[config.mk]
export PLATFORM = sky130hd
export DESIGN_NAME = retire_monitor
export DESIGN_NICKNAME = d
export VERILOG_FILES = /design/src/rtl/retire_monitor.sv
export SDC_FILE = /design/constraint.sdc
export NUM_CORES = 1
export LEC_CHECK = 0
export ABC_AREA = 1
export CORE_ASPECT_RATIO = 0.75
export CORE_MARGIN = 4
export CORE_UTILIZATION = 45
export DETAILED_ROUTE_END_ITERATION = 8
export PLACE_DENSITY_LB_ADDON = 0.3
export SLEW_MARGIN = 0
export SYNTH_ARGS = -nofsm -noshare
export SYNTH_HDL_FRONTEND = slang
export SYNTH_SLANG_ARGS = --single-unit
export TNS_END_PERCENT = 20
[constraint.sdc]
create_clock -name clk -period 1.8 [get_ports clk]
set_input_delay 0.36 -clock clk [delete_from_list [all_inputs] [get_ports clk]]
set_output_delay 0.36 -clock clk [all_outputs]
set_load 0.03 [all_outputs]
[src/rtl/retire_monitor.sv]
// retire_monitor
//   Watches the writeback-stage retire stream of the pipelined CPU. While running it counts
//   cycles and valid retires, ends the run when HALT_PC retires, and times out when nothing
//   retires for WDOG_CYCLES consecutive cycles.
//
// Optional feature macro: RETIRE_TRACE_EN
//   defined   -> circular buffer of the last TRACE_DEPTH retired PCs, read by index
//   undefined -> no storage, trace_pc_o and trace_cnt_o tied to 0
//
// Ports
//   clk           clock, rising edge
//   rstn          asynchronous active-low reset
//   start_i       begin measurement (IDLE only)
//   clr_i         synchronous return to IDLE, overrides start_i
//   wb_valid_i    WB stage holds a real retiring instruction
//   wb_pc_i       PC of the instruction in WB
//   running_o     in RUN
//   halted_o      halt PC retired (sticky until clr_i)
//   timeout_o     watchdog expired (sticky until clr_i)
//   cycle_cnt_o   cycles spent in RUN (saturating)
//   retire_cnt_o  valid retires seen in RUN (saturating)
//   trace_idx_i   trace read index, 0 = most recent retire
//   trace_pc_o    traced PC at trace_idx_i, 0 when the index holds no entry
//   trace_cnt_o   number of valid trace entries

module retire_monitor #(
    parameter logic [31:0] HALT_PC     = 32'h8000_0078,
    parameter int unsigned WDOG_CYCLES = 1024,
    parameter int unsigned CNT_W       = 32,
    parameter int unsigned TRACE_DEPTH = 8
) (
    input  logic                           clk,
    input  logic                           rstn,
    input  logic                           start_i,
    input  logic                           clr_i,
    input  logic                           wb_valid_i,
    input  logic [31:0]                    wb_pc_i,
    output logic                           running_o,
    output logic                           halted_o,
    output logic                           timeout_o,
    output logic [CNT_W-1:0]               cycle_cnt_o,
    output logic [CNT_W-1:0]               retire_cnt_o,
    input  logic [$clog2(TRACE_DEPTH)-1:0] trace_idx_i,
    output logic [31:0]                    trace_pc_o,
    output logic [$clog2(TRACE_DEPTH):0]   trace_cnt_o
);

    localparam int unsigned WDOG_W = $clog2(WDOG_CYCLES);
    localparam int unsigned IDX_W  = $clog2(TRACE_DEPTH);

    typedef enum logic [1:0] {StIdle, StRun, StHalt, StTimeout} state_e;

    state_e             state_q;
    logic               running_q, halted_q, timeout_q;
    logic [CNT_W-1:0]   cycle_cnt_q, retire_cnt_q;
    logic [WDOG_W-1:0]  wdog_q;

    logic retire;
    assign retire = (state_q == StRun) && wb_valid_i;

`ifdef RETIRE_TRACE_EN
    logic [31:0]      trace_mem [TRACE_DEPTH];
    logic [IDX_W-1:0] wptr_q;
    logic [IDX_W:0]   tcnt_q;
    logic [IDX_W-1:0] rd_ptr;
`endif

    always_ff @(posedge clk or negedge rstn) begin
        if (!rstn) begin
            state_q      <= StIdle;
            running_q    <= 1'b0;
            halted_q     <= 1'b0;
            timeout_q    <= 1'b0;
            cycle_cnt_q  <= '0;
            retire_cnt_q <= '0;
            wdog_q       <= '0;
`ifdef RETIRE_TRACE_EN
            wptr_q       <= '0;
            tcnt_q       <= '0;
`endif
        end else if (clr_i) begin
            state_q      <= StIdle;
            running_q    <= 1'b0;
            halted_q     <= 1'b0;
            timeout_q    <= 1'b0;
            cycle_cnt_q  <= '0;
            retire_cnt_q <= '0;
            wdog_q       <= '0;
`ifdef RETIRE_TRACE_EN
            wptr_q       <= '0;
            tcnt_q       <= '0;
`endif
        end else begin
            unique case (state_q)
                StIdle: begin
                    if (start_i) begin
                        state_q      <= StRun;
                        running_q    <= 1'b1;
                        cycle_cnt_q  <= '0;
                        retire_cnt_q <= '0;
                        wdog_q       <= '0;
`ifdef RETIRE_TRACE_EN
                        wptr_q       <= '0;
                        tcnt_q       <= '0;
`endif
                    end
                end
                StRun: begin
                    if (cycle_cnt_q != '1) cycle_cnt_q <= cycle_cnt_q + CNT_W'(1);
                    if (wb_valid_i) begin
                        if (retire_cnt_q != '1) retire_cnt_q <= retire_cnt_q + CNT_W'(1);
                        wdog_q <= '0;
`ifdef RETIRE_TRACE_EN
                        wptr_q <= wptr_q + IDX_W'(1);
                        if (tcnt_q != (IDX_W+1)'(TRACE_DEPTH)) tcnt_q <= tcnt_q + (IDX_W+1)'(1);
`endif
                        // The halting retire is counted on the same edge it ends the run.
                        if (wb_pc_i == HALT_PC) begin
                            state_q   <= StHalt;
                            running_q <= 1'b0;
                            halted_q  <= 1'b1;
                        end
                    end else begin
                        wdog_q <= wdog_q + WDOG_W'(1);
                        if (wdog_q == WDOG_W'(WDOG_CYCLES - 1)) begin
                            state_q   <= StTimeout;
                            running_q <= 1'b0;
                            timeout_q <= 1'b1;
                        end
                    end
                end
                StHalt, StTimeout: ;
                default: state_q <= StIdle;
            endcase
        end
    end

    assign running_o    = running_q;
    assign halted_o     = halted_q;
    assign timeout_o    = timeout_q;
    assign cycle_cnt_o  = cycle_cnt_q;
    assign retire_cnt_o = retire_cnt_q;

`ifdef RETIRE_TRACE_EN
    // Storage needs no reset: tcnt_q gates every read.
    always_ff @(posedge clk) begin
        if (retire && !clr_i) trace_mem[wptr_q] <= wb_pc_i;
    end

    // Most recent entry sits just behind the write pointer; wrap is free at power-of-2 depth.
    assign rd_ptr      = wptr_q - IDX_W'(1) - trace_idx_i;
    assign trace_pc_o  = ({1'b0, trace_idx_i} >= tcnt_q) ? 32'h0 : trace_mem[rd_ptr];
    assign trace_cnt_o = tcnt_q;
`else
    logic unused_trace;
    assign unused_trace = ^{trace_idx_i, retire};
    assign trace_pc_o   = 32'h0;
    assign trace_cnt_o  = '0;
`endif

endmodule

==> results.toml <==
[worst_setup_path]
crit_chain = "clkdlybuf4s50_1"
worstPathMaxFanout = 2
cp_num_buf_inv = 1
cp-endpoint = "timeout_o"
critPathSlowestCell = "clkdlybuf4s50_1"
r2r_setup_slack_ps = 90
critPathRequiredTime_ps = 1440
arrival_ps = 1380
crit_family = "buffers and inverters"
max_stage_delay_ps = 680
r2r_cells = 8
cp-startpoint = "timeout_o"
crit_type = "flop to output pin"
worst-path-stages = 1
r2r_end = "retire_cnt_o[15]"
endpoint_kind = "output pin"
worst_setup_path_start_kind = "flop"
reg2reg_from = "retire_cnt_o[7]"

[cts]
clock-sinks = 79
clkLatencyLatePin_ps = 340
path_clk_slew_ps = 70
clk_path_buf_depth = 2
cts_tree = "built"
cts_buffers = 9
cts_root_buf = "clkbuf_16"
htree_levels = 3

[place]
hpwl_um = 12600
gp_congestion = 0.945
dp_slack_ps = -249
port_buffers = 103

[timing]
maxSlewViolCount = 0
fin_tns_setup_ps = 0
rsz0062_at_grt = "yes"
worst_slack_ps = 59.9
skew_ps = 9.71
fmax_mhz = 575
setup-violations-final = 0
hold_viol = 0
finalCritPeriodShare_pct = 96.7
fin_crit_ps = 1740

[finish]
area_growth_pct = 29.5
final_net_count = 1047
n_antenna_cell = 0
drive_gt1_share_pct = 11.9
fin_util_pct = 59.9

[logic_synthesis]
avgSynthCellArea_sq_um = 6.63
synth-seq-cells = 79
synth_top_family_by_area = "simple AND/OR/NAND/NOR gates"
async_reset_ff_share_pct = 100
synth_xor_area_share_pct = 1.38
syn_inst = 861
yosysSeqAreaShare_pct = 34.6
synth-compound-area-share_pct = 5.83
synthMuxAreaShare_pct = 0
synth_ff_type = "dfrtp_1"
yosysUniqueCellTypes = 40
netlist_area_sq_um = 5710
synth-adder-area-share_pct = 0.657
yosysWarnings = 0
synth-edff-count = 0
synth_simple_gate_area_share_pct = 43.3

[global_route]
grt_usage_pct = 22.1
grt_pass1_vias = 5385
grt_pass1_wl_um = 26500
grt_max_degree = 38
antenna_found_initial = 0
grt.overflow.total = 0

[power_and_ir_drop]
combPwrFrac_pct = 31.0
internal_power_uw = 3540
power_switching_uw = 2020
swShare_pct = 36.3
finalPower_uw = 5560
powerDensity_nw_per_um2 = 751
ir_worst_vdd_mv = 0.542
p_leak_uw = 0.00355
clockPowerShare_pct = 34.1
p_seq_share_pct = 34.8

[detailed_routing]
drt_iter0_drc = 520
via_per_inst = 5.13
wl_um = 16500
drc = 0
num_vias = 6031
first_pass_iters = 5
ant_nets = 0
wire_per_inst_um = 14.0

[floorplanning]
floorplan.initialDensity_pct = 46.2
die_x_um = 138
die_area_sq_um = 14600
core_area_sq_um = 12300
rows = 35
die_h_um = 106
io_pins = 143

[worst_hold_path]
hold_class = "input port to asynchronous set/reset pin"

[flow_run]
maxCapViolCount = 0

[outcome]
status = "finished clean"
-- how the worst min path moves through the flow --
stage / from / end / depth (start not counted)
after floorplan: rstn / cycle_cnt_o[0] / 0
after global placement: rstn / cycle_cnt_o[5] / 1
final: rstn / cycle_cnt_o[5] / 2
after global routing: rstn / cycle_cnt_o[5] / 2
after CTS: rstn / cycle_cnt_o[5] / 2
after detailed placement: rstn / cycle_cnt_o[5] / 1
-- cells in the final DEF (no fill, tap or decap), types with 7 or more instances in the layout --
master and count:
clkdlybuf4s50_1 37, nand4_1 59, inv_1 96, dfrtp_1 72, clkbuf_16 9, nand2_1 249, o21ai_0 27, dlygate4sd2_1 63
dfrtp_2 7, nand3_1 65, xor2_1 9, conb_1 36, nor2_2 9, buf_4 47, nor3_1 17, nor2_1 129
o21ai_2 8, a21oi_1 14
-- flip-flops by register name, summed over array words and instances (netlist names) --
register      count
wdog_q           10
state_q           2
timeout_o         1
cycle_cnt_o      32
retire_cnt_o     32
running_o         1
halted_o          1
-- per-stage QoR --
stage / hold WS, ps / instances / area, sq um
6_report: 417 / 1175 / 7400
3_3_place_gp: 235 / 1154 / 7070
5_1_grt: 444 / 1175 / 7400
3_5_place_dp: 240 / 1154 / 7070
4_1_cts: 412 / 1171 / 7310
2_1_floorplan: 64.4 / 896 / 5860
-- routing by layer --
layer	up-vias	wire (um)	GRT usage (%)
met4	0	166	4.02
met3	16	1620	6.17
met1	2780	7700	32.3
met2	251	7010	33.1
met5	-	0	0
li1	2984	-	-
-- synth_stat cells, drive strengths merged, types with 2 or more instances --
| master | n | area, sq um |
|---|---|---|
| nand2 | 257 | 1020 |
| nand4 | 59 | 369 |
| xor2 | 9 | 78.8 |
| nand3 | 68 | 363 |
| nor3b | 2 | 15.0 |
| ha | 3 | 37.5 |
| dfrtp | 79 | 1980 |
| or2 | 3 | 18.8 |
| o21ai | 36 | 210 |
| buf | 54 | 408 |
| a21oi | 15 | 78.8 |
| clkbuf | 3 | 11.3 |
| nor2 | 143 | 577 |
| inv | 101 | 387 |
| a21o | 2 | 15.0 |
| nor3 | 19 | 95.1 |
-- logic make-up after synthesis --
family | after synthesis
and+or+nand+nor | 553
buffers and inverters | 159
DFF | 79
AOI/OAI and AO/OA | 57
xor gates and xnor gates | 9
adders and majority gates | 3
other | 1
-- power groups by stage --
stage	sequential [uW]	combinational, uW	clock, uW
6_report	1940	1720	1900
5_1_grt	1940	1860	2000
4_1_cts	1940	1680	1920
3_5_place_dp	1970	1700	0
3_3_place_gp	1970	1680	0
2_1_floorplan	2040	980	0
-- layout make-up --
cell class	instances	area, sq um
sequential	79	1990
fill	1185	4950
timing repair buffer	154	1390
clock buffer	10	239
multi-input combinational	658	3120
tap	166	208
inverter	102	390
clock inverter	6	68.8
-- what timing repair did --
action	4_1_cts	5_1_grt
endpoints found under the setup margin	63	42
buffers inserted	0	4
resized for setup	63	19
pin swaps	0	3
endpoints found under the hold margin	11	0
hold buffers	1	0
No activity file was read; power rests on OpenSTA's default activity.
